==> src/rtl/video_pattern_source.sv <==
// video_pattern_source
// AXI4-Stream test-pattern generator for bring-up of the video output path.
// Produces 32-bit {8'h00, B, G, R} pixels with tuser on the first pixel of a
// frame and tlast on the last pixel of each line. Geometry, pattern and colour
// are captured once per frame so a frame is always self-consistent, and the
// stream stalls cleanly under tready backpressure.
module video_pattern_source #(
  parameter int MAXWIDTH  = 1280,
  parameter int MAXHEIGHT = 1024
) (
  input  logic        m_axis_vid_aclk,
  input  logic        aresetn,
  output logic [31:0] m_axis_vid_tdata,
  output logic        m_axis_vid_tvalid,
  input  logic        m_axis_vid_tready,
  output logic        m_axis_vid_tlast,
  output logic        m_axis_vid_tuser,
  input  logic        enable,
  input  logic [11:0] cfg_width,
  input  logic [11:0] cfg_height,
  input  logic [1:0]  cfg_pattern,
  input  logic [23:0] cfg_color,
  output logic [15:0] frame_count,
  output logic        frame_done
);

  localparam logic [11:0] MAX_W = 12'(MAXWIDTH);
  localparam logic [11:0] MAX_H = 12'(MAXHEIGHT);

  localparam logic [1:0] PAT_SOLID    = 2'd0;
  localparam logic [1:0] PAT_GRADIENT = 2'd1;
  localparam logic [1:0] PAT_BARS     = 2'd2;

  typedef enum logic [1:0] {
    ST_IDLE   = 2'd0,
    ST_LOAD   = 2'd1,
    ST_STREAM = 2'd2,
    ST_DONE   = 2'd3
  } state_t;

  // Force a frame dimension into 1..max so the x/y wrap compares are always valid.
  function automatic logic [11:0] clamp_dim(input logic [11:0] val,
                                            input logic [11:0] max_val);
    logic [11:0] res;
    if (val == 12'd0) begin
      res = 12'd1;
    end else if (val > max_val) begin
      res = max_val;
    end else begin
      res = val;
    end
    return res;
  endfunction

  // Pixel colour {B, G, R} for one beat. Only the low coordinate bits matter:
  // gradient uses x[7:0]/y[7:0], bars use x[9:7], checker uses bit 4.
  function automatic logic [23:0] pattern_pixel(input logic [1:0]  pattern,
                                                input logic [23:0] color,
                                                input logic [7:0]  frame_lsb,
                                                input logic [9:0]  x_lsb,
                                                input logic [7:0]  y_lsb);
    logic [2:0]  bar;
    logic        carry4;
    logic        sum4;
    logic [23:0] px;
    // Bars run white..black left to right, hence the inversion of x[9:7].
    bar = ~x_lsb[9:7];
    // Bit 4 of (x + F) mod 4096 depends only on bits 4:0 of both operands:
    // the bit itself plus the carry out of the low nibble.
    carry4 = ({1'b0, x_lsb[3:0]} + {1'b0, frame_lsb[3:0]}) > 5'd15;
    sum4   = x_lsb[4] ^ frame_lsb[4] ^ carry4;
    case (pattern)
      PAT_SOLID:    px = color;
      PAT_GRADIENT: px = {frame_lsb, y_lsb, x_lsb[7:0]};
      PAT_BARS:     px = {{8{bar[0]}}, {8{bar[2]}}, {8{bar[1]}}};
      default:      px = (sum4 ^ y_lsb[4]) ? color : 24'h000000;
    endcase
    return px;
  endfunction

  state_t      state_q,       state_d;
  logic [11:0] width_q,       width_d;
  logic [11:0] height_q,      height_d;
  logic [1:0]  pattern_q,     pattern_d;
  logic [23:0] color_q,       color_d;
  logic [7:0]  frame_lsb_q,   frame_lsb_d;
  logic [11:0] x_q,           x_d;
  logic [11:0] y_q,           y_d;
  logic [31:0] tdata_q,       tdata_d;
  logic        tvalid_q,      tvalid_d;
  logic        tlast_q,       tlast_d;
  logic        tuser_q,       tuser_d;
  logic        frame_done_q,  frame_done_d;
  logic [15:0] frame_count_q, frame_count_d;

  logic        handshake;
  logic        line_end;
  logic        last_beat;
  logic        present;
  logic [11:0] beat_x;
  logic [11:0] beat_y;

  assign handshake = tvalid_q & m_axis_vid_tready;
  assign line_end  = (x_q == width_q - 12'd1);
  assign last_beat = line_end & (y_q == height_q - 12'd1);

  // Next-state, coordinate advance and next-beat generation. The beat being
  // presented next is computed here and registered, so tready never reaches
  // an output combinationally.
  always_comb begin
    state_d       = state_q;
    width_d       = width_q;
    height_d      = height_q;
    pattern_d     = pattern_q;
    color_d       = color_q;
    frame_lsb_d   = frame_lsb_q;
    x_d           = x_q;
    y_d           = y_q;
    tdata_d       = tdata_q;
    tvalid_d      = tvalid_q;
    tlast_d       = tlast_q;
    tuser_d       = tuser_q;
    frame_done_d  = 1'b0;
    frame_count_d = frame_count_q;
    present       = 1'b0;
    beat_x        = x_q;
    beat_y        = y_q;

    case (state_q)
      ST_IDLE: begin
        tvalid_d = 1'b0;
        tlast_d  = 1'b0;
        tuser_d  = 1'b0;
        if (enable) begin
          state_d = ST_LOAD;
        end
      end

      ST_LOAD: begin
        // Capture the frame's configuration and present pixel (0,0) built
        // from the freshly captured values.
        width_d     = clamp_dim(cfg_width, MAX_W);
        height_d    = clamp_dim(cfg_height, MAX_H);
        pattern_d   = cfg_pattern;
        color_d     = cfg_color;
        frame_lsb_d = frame_count_q[7:0];
        x_d         = 12'd0;
        y_d         = 12'd0;
        beat_x      = 12'd0;
        beat_y      = 12'd0;
        present     = 1'b1;
        state_d     = ST_STREAM;
      end

      ST_STREAM: begin
        // Without a handshake every output register simply holds.
        if (handshake) begin
          if (last_beat) begin
            state_d       = ST_DONE;
            tvalid_d      = 1'b0;
            tlast_d       = 1'b0;
            tuser_d       = 1'b0;
            tdata_d       = 32'h0000_0000;
            frame_done_d  = 1'b1;
            frame_count_d = frame_count_q + 16'd1;
          end else begin
            if (line_end) begin
              beat_x = 12'd0;
              beat_y = y_q + 12'd1;
            end else begin
              beat_x = x_q + 12'd1;
            end
            x_d     = beat_x;
            y_d     = beat_y;
            present = 1'b1;
          end
        end
      end

      ST_DONE: begin
        // enable is only looked at between frames, never inside one.
        state_d = enable ? ST_LOAD : ST_IDLE;
      end

      default: begin
        state_d = ST_IDLE;
      end
    endcase

    // The *_d config values equal the captured ones in STREAM and the new
    // ones in LOAD, so one expression covers both cases.
    if (present) begin
      tvalid_d = 1'b1;
      tdata_d  = {8'h00, pattern_pixel(pattern_d, color_d, frame_lsb_d,
                                       beat_x[9:0], beat_y[7:0])};
      tlast_d  = (beat_x == width_d - 12'd1);
      tuser_d  = (beat_x == 12'd0) && (beat_y == 12'd0);
    end
  end

  // State and output registers; reset drops every output to zero at once.
  always_ff @(posedge m_axis_vid_aclk or negedge aresetn) begin
    if (!aresetn) begin
      state_q       <= ST_IDLE;
      width_q       <= 12'd1;
      height_q      <= 12'd1;
      pattern_q     <= 2'd0;
      color_q       <= 24'h000000;
      frame_lsb_q   <= 8'h00;
      x_q           <= 12'd0;
      y_q           <= 12'd0;
      tdata_q       <= 32'h0000_0000;
      tvalid_q      <= 1'b0;
      tlast_q       <= 1'b0;
      tuser_q       <= 1'b0;
      frame_done_q  <= 1'b0;
      frame_count_q <= 16'h0000;
    end else begin
      state_q       <= state_d;
      width_q       <= width_d;
      height_q      <= height_d;
      pattern_q     <= pattern_d;
      color_q       <= color_d;
      frame_lsb_q   <= frame_lsb_d;
      x_q           <= x_d;
      y_q           <= y_d;
      tdata_q       <= tdata_d;
      tvalid_q      <= tvalid_d;
      tlast_q       <= tlast_d;
      tuser_q       <= tuser_d;
      frame_done_q  <= frame_done_d;
      frame_count_q <= frame_count_d;
    end
  end

  assign m_axis_vid_tdata  = tdata_q;
  assign m_axis_vid_tvalid = tvalid_q;
  assign m_axis_vid_tlast  = tlast_q;
  assign m_axis_vid_tuser  = tuser_q;
  assign frame_done        = frame_done_q;
  assign frame_count       = frame_count_q;

endmodule

==> config.mk <==
export PLATFORM = sky130hd
export DESIGN_NAME = video_pattern_source
export DESIGN_NICKNAME = d
export VERILOG_FILES = /design/src/rtl/video_pattern_source.sv
export SDC_FILE = /design/constraint.sdc
export NUM_CORES = 1
export LEC_CHECK = 0
export ABC_AREA = 0
export BUFFER_PORTS_ARGS = -buffer_cell sky130_fd_sc_hd__buf_2
export CAP_MARGIN = 20
export CORE_UTILIZATION = 40
export CTS_CLUSTER_DIAMETER = 80
export DETAILED_ROUTE_END_ITERATION = 8
export SETUP_SLACK_MARGIN = 0.02
export SYNTH_ARGS = -nofsm -noshare
export SYNTH_HDL_FRONTEND = slang
export SYNTH_SLANG_ARGS = --single-unit
==> constraint.sdc <==
create_clock -name m_axis_vid_aclk -period 11.34 [get_ports m_axis_vid_aclk]
set_input_delay 1.134 -clock m_axis_vid_aclk [delete_from_list [all_inputs] [get_ports m_axis_vid_aclk]]
set_output_delay 1.134 -clock m_axis_vid_aclk [all_outputs]
set_load 0.02 [all_outputs]
==> results of run 1 <==
==> how the worst max path moves through the flow <==
stage,start,to,slack [ns],cells past startpoint
after floorplan,width_q[1],m_axis_vid_tdata[20],6.61,20
after global placement,width_q[1],m_axis_vid_tdata[16],5.75,19
after detailed placement,width_q[1],m_axis_vid_tdata[16],5.58,19
after CTS,width_q[1],m_axis_vid_tdata[16],5.57,19
after global routing,width_q[1],m_axis_vid_tdata[2],5.11,19
final,width_q[1],m_axis_vid_tdata[6],5.58,19
==> Yosys cell counts (6+ instances only) <==
| cell type | count |
|---|---|
| a21o_1 | 10 |
| and2_1 | 8 |
| a31oi_1 | 9 |
| buf_4 | 11 |
| dfrtp_1 | 126 |
| clkbuf_1 | 27 |
| o21ai_1 | 10 |
| nor2_1 | 53 |
| o211a_1 | 10 |
| a22o_1 | 8 |
| a221oi_1 | 13 |
| ha_1 | 13 |
| mux2_2 | 31 |
| nor4_1 | 10 |
| xor2_1 | 20 |
| or3_1 | 8 |
| nand4_1 | 13 |
| nor2b_1 | 7 |
| a211oi_1 | 6 |
| o21ai_0 | 64 |
| nand3_1 | 22 |
| xnor2_1 | 43 |
| inv_1 | 46 |
| o21a_1 | 7 |
| a21oi_1 | 34 |
| buf_2 | 6 |
| and3_1 | 16 |
| nand2b_1 | 11 |
| nand2_1 | 99 |
| nor3_1 | 22 |
==> stage by stage <==
stage          hold WS (ns)  power [mW]  instances
2_1_floorplan         0.455        1.83        880
3_3_place_gp          0.456        2.19       1202
3_5_place_dp          0.462        2.21       1202
4_1_cts               0.474        2.81       1233
5_1_grt               0.485        3.01       1234
6_report              0.468        2.81       1234
==> power by group through the flow <==
stage	logic, mW	clock network [mW]	registers, mW
after floorplan	1.10	0	0.732
after global placement	1.47	0	0.726
after detailed placement	1.48	0	0.727
after CTS	1.49	0.596	0.720
after global routing	1.65	0.616	0.739
final	1.50	0.591	0.721
==> state kept, by name, indices dropped and copies added, names as in the netlist, 2 cells and up <==
register / flops
y_q: 12
pattern_q: 2
width_q: 12
frame_lsb_q: 8
height_q: 12
color_q: 24
m_axis_vid_tdata: 24
x_q: 12
frame_count: 16
state_q: 2
==> cell type report <==
| class | count | area (um^2) |
|---|---|---|
| Multi-Input combinational cell | 659 | 4440 |
| Tap cell | 265 | 332 |
| Inverter | 46 | 173 |
| Clock inverter | 12 | 183 |
| Clock buffer | 19 | 443 |
| Sequential cell | 128 | 3210 |
| Fill cell | 1912 | 10200 |
| Timing Repair Buffer | 105 | 552 |
==> logic make-up (layout without fill, tap and decap cells) <==
| kind of cell | count (synthesis) | count (layout) | synth area share |
|---|---|---|---|
| AOI/OAI and AO/OA | 228 | 228 | 0.199 |
| DFF | 128 | 128 | 0.400 |
| other | 1 | 8 | 0.000468 |
| xor gates and xnor gates | 65 | 65 | 0.0729 |
| adders and majority gates | 14 | 14 | 0.0228 |
| and+or+nand+nor | 306 | 306 | 0.201 |
| muxes | 38 | 38 | 0.0540 |
| buffers and inverters | 93 | 182 | 0.0506 |
==> routing by layer <==
layer	up-vias	part of all wire
met2	212	0.46
met3	39	0.052
met1	3465	0.46
met5	-	0
li1	3298	-
met4	0	0.027
==> worst max-delay path, stage by stage (launching register included) <==
cell and delay (ns):
dfrtp_1 0.41, inv_1 0.09, ha_1 0.21, or4b_1 0.58, or4_4 0.54, o32ai_4 0.18, o22ai_1 0.26, o21ai_1 0.44
o21a_1 0.25, nand2_1 0.12, ha_1 0.21, fa_1 0.36, a21o_1 0.16, a21oi_1 0.17, xnor2_1 0.18, xnor2_2 0.18
xor2_2 0.83, nand2_1 0.12, a221oi_1 0.32, a21o_1 0.12
==> results_dict.tcl, run 1 <==
set metrics [dict create \
    status "finished, final reports clean" \
    grt_pass1_vias 6830 \
    core_um2 19500 \
    synthDistinctLibCells 91 \
    grt-ovfl-total 0 \
    final_common_cell "dfrtp_1" \
    cts_hold_buf 0 \
    clock_latency_ns 0.43 \
    first_pass_iters 4 \
    finalSetupTns_ns 0 \
    grt_antenna_before_repair 0 \
    clk_path_buf_depth 2 \
    slew_headroom 0.307 \
    gp_congestion 0.886 \
    clkSlewWorstSetupHoldPaths_ns 0.06 \
    hold_viol_final 0 \
    synth_top_area_frac 0.393 \
    worstHoldStart "frame_count[15]" \
    io_buffers 97 \
    worstMarginPinSlew_ns 1.04 \
    finClkSkew_ns 0.0103 \
    start_kind "register" \
    grt_max_degree 71 \
    grt_util_met1 0.328 \
    ir_worst_vdd_uv 145 \
    grt_util_met3 0.0430 \
    pwr-share-seq 0.257 \
    num_io_pins 106 \
    timing.rr.start "width_q[1]" \
    hpwl_mm 16.6 \
    met2_usage 0.365 \
    p_int_mw 1.55 \
    start_util 0.411 \
    required_ns 11.71 \
    fin_ws_ns 5.58 \
    layout_common_cells "126 x dfrtp_1, 99 x nand2_1, 96 x buf_2" \
    timing.fmax_mhz 173 \
    area_delta_synth_final_pct 16.4 \
    nets 1025 \
    powerDensity_nw_per_um2 301 \
    finalCritPeriodShare 0.508 \
    synth-seq-cells 128 \
    die_h_um 144 \
    reg2reg_setup_slack_ns 5.58 \
    ant_nets 0 \
    async_reset_ff_frac 1.00 \
    combPwrFrac 0.533 \
    routedWlPerCell_um 18.7 \
    r2r_cells 19 \
    ys_seq_area_frac 0.400 \
    cts_buffers 17 \
    setup_violations 0 \
    p_switching_mw 1.26 \
    h-tree-depth 4 \
    yosys_warnings 0 \
    post-cts-setup-buffer-count 0 \
    hold_end "frame_count[15]" \
    crit_type "reg2reg" \
    holdPathStages 1 \
    synthesis.area_um2 8020 \
    synth_ff_type "dfrtp_1" \
    grt_usage 0.237 \
    syn_inst 873 \
    grt_pass1_wl_mm 37.3 \
    diodes 0 \
    drt_iter0_markers 446 \
    cts.repair.resized 0 \
    cp.arrival_ns 6.13 \
    clock_power_share 0.210 \
    cts_tree "built" \
    final_util 0.478 \
    vias 7014 \
    die_x_um 144 \
    drive_gt1_frac 0.206 \
    max-cap-violations 0 \
    fin_crit_ns 5.76 \
    fin_area_um2 9330 \
    dpl_cell_area_um2 8700 \
    p_leak_nw 4.33 \
    totalWireLength_mm 23.1 \
    endpoint_kind "register" \
    die-area_um2 20600 \
    drcViolationCount 0 \
    viasPerCell 5.68 \
    cts.sinks 128 \
    root_buffer "clkbuf_16" \
    yosys-top-cells-area "dfrtp_1 39%, xnor2_1 4.7%, nand2_1 4.6%" \
    busiest_layer "met2" \
    num_rows 51 \
    rsz0062_at_grt "false" \
    syn_avg_cell_area_um2 9.19 \
    drv_slew 0 \
    p_sw_frac 0.449 \
    synth_area_leader_cell "dfrtp_1" \
    post-place-ws_ns 5.58 \
    synth-edff-count 0 \
    regToRegEndpoint "m_axis_vid_tdata[6]" \
    worstPathMaxFanout 21 \
    worstHoldPathType "reg2reg" \
]
Note: power is estimated with default switching activity, not from simulation.
==> run 2: changes to the inputs <==
==> constraint.sdc (replaced) <==
create_clock -name m_axis_vid_aclk -period 5.7 [get_ports m_axis_vid_aclk]
set_input_delay 0.57 -clock m_axis_vid_aclk [delete_from_list [all_inputs] [get_ports m_axis_vid_aclk]]
set_output_delay 0.57 -clock m_axis_vid_aclk [all_outputs]
set_load 0.02 [all_outputs]
==> results_dict.tcl, run 2 (synthesis results as in run 1) <==
set metrics [dict create \
    root_buffer "clkbuf_16" \
    ant_nets 0 \
    finalPower_mw 5.43 \
    finalSetupTns_ns 0 \
    grt_max_degree 97 \
    drive_gt1_frac 0.212 \
    clk_path_buf_depth 2 \
    drv_slew 0 \
    finClkSkew_ns 0.00996 \
    h-tree-depth 4 \
    grt_pass1_wl_mm 37.1 \
    die-area_um2 20600 \
    start_util 0.411 \
    setup_violations 0 \
    cp.arrival_ns 5.69 \
    routedWlPerCell_um 18.6 \
    crit_type "reg2reg" \
    num_rows 51 \
    fin_crit_ns 5.31 \
    timing.fmax_mhz 188 \
    final_cells 1240 \
    num_io_pins 106 \
    hpwl_mm 16.4 \
    place_inst 1208 \
    core_um2 19500 \
    hold_viol_final 0 \
    vias 7060 \
    die_h_um 144 \
    cts_tree "built" \
    final_common_cell "dfrtp_1" \
    endpoint_kind "register" \
    cts_buffers 17 \
    worstMarginPinSlew_ns 0.915 \
    clkSlewWorstSetupHoldPaths_ns 0.06 \
    area_delta_synth_final_pct 15.6 \
    cts_hold_buf 0 \
    filler_cell_count 1920 \
    gp_congestion 0.939 \
    start_kind "register" \
    diodes 0 \
    grt_pass1_vias 6720 \
    clock_latency_ns 0.43 \
    fin_area_um2 9270 \
    required_ns 6.07 \
    worstPathMaxFanout 21 \
    totalWireLength_mm 23.0 \
    rsz0062_at_grt "false" \
    status "finished, final reports clean" \
    cts.sinks 128 \
    worstHoldPathType "in2async" \
    dpl_cell_area_um2 8740 \
    ir_worst_vdd_uv 329 \
    p_leak_nw 4.30 \
    io_buffers 97 \
    final_util 0.475 \
    layout_common_cells "126 x dfrtp_1, 99 x nand2_1, 96 x buf_2" \
    die_x_um 144 \
    first_pass_iters 4 \
    max-cap-violations 0 \
    powerDensity_nw_per_um2 585 \
    slew_headroom 0.390 \
    viasPerCell 5.69 \
    finalCritPeriodShare 0.932 \
    grt-ovfl-total 0 \
    drt_iter0_markers 466 \
    drcViolationCount 0 \
    grt_antenna_before_repair 0 \
    r2r_cells 19 \
    nets 1031 \
    grt_usage 0.235 \
]
==> run 2: power breakdown <==
group | switching (mW) | internal [mW]
Clock | 0.433 | 0.552
Combinational | 1.84 | 1.16
Sequential | 0.247 | 1.19
==> run 2: cell type report <==
cell class / instances / area (um^2) / area share
Clock inverter: 13 / 90.1 / 0.00971
Multi-Input combinational cell: 659 / 4450 / 0.480
Timing Repair Buffer: 111 / 597 / 0.0644
Sequential cell: 128 / 3210 / 0.346
Clock buffer: 18 / 429 / 0.0463
Tap cell: 265 / 332 / 0.0358
Inverter: 46 / 173 / 0.0186
==> run 2: timing repair <==
action / in CTS / in global routing
setup buffers: 0 / 0
setup endpoints to repair: 0 / 2
gates resized for setup: 0 / 1
==> run 2: per-stage QoR <==
step	hold slack, ns	setup WS, ns
final	0.238	0.385
after CTS	0.287	0.472
after detailed placement	0.467	0.465
after floorplan	0.274	0.975
after global routing	0.326	0.0508
after global placement	0.457	0.569
==> run 2: worst paths after layout <==
check | from | end | slack (ns)
max in group asynchronous | aresetn | m_axis_vid_tdata[16] | 4.46
worst min-delay path | aresetn | height_q[6] | 0.24
worst max-delay path | width_q[1] | m_axis_vid_tdata[3] | 0.39
worst min register to register | frame_count[15] | frame_count[15] | 0.47
min in group m_axis_vid_aclk | cfg_height[1] | height_q[1] | 0.36
worst max register to register | width_q[1] | m_axis_vid_tdata[3] | 0.39
==> run 2: worst max-delay path, stage by stage, from the launching register on <==
cell and delay (ns):
dfrtp_1 0.41, inv_1 0.09, ha_1 0.21, or4b_1 0.58, or4_4 0.54, o32ai_4 0.18, o22ai_1 0.27, or2_2 0.42
o31ai_1 0.23, a22o_1 0.42, ha_1 0.31, a21o_1 0.18, a21oi_1 0.17, xnor2_1 0.18, xnor2_2 0.18, xor2_2 0.14
buf_4 0.27, nand2_1 0.08, a221oi_1 0.27, a21o_1 0.11
==> run 2: metal layers <==
layer / wire length (um) / share of wire / GRT usage
met1: 10700 / 0.47 / 0.333
met2: 10500 / 0.46 / 0.358
met3: 1230 / 0.053 / 0.0427
met4: 551 / 0.024 / 0.0812
met5: 0 / 0 / 0
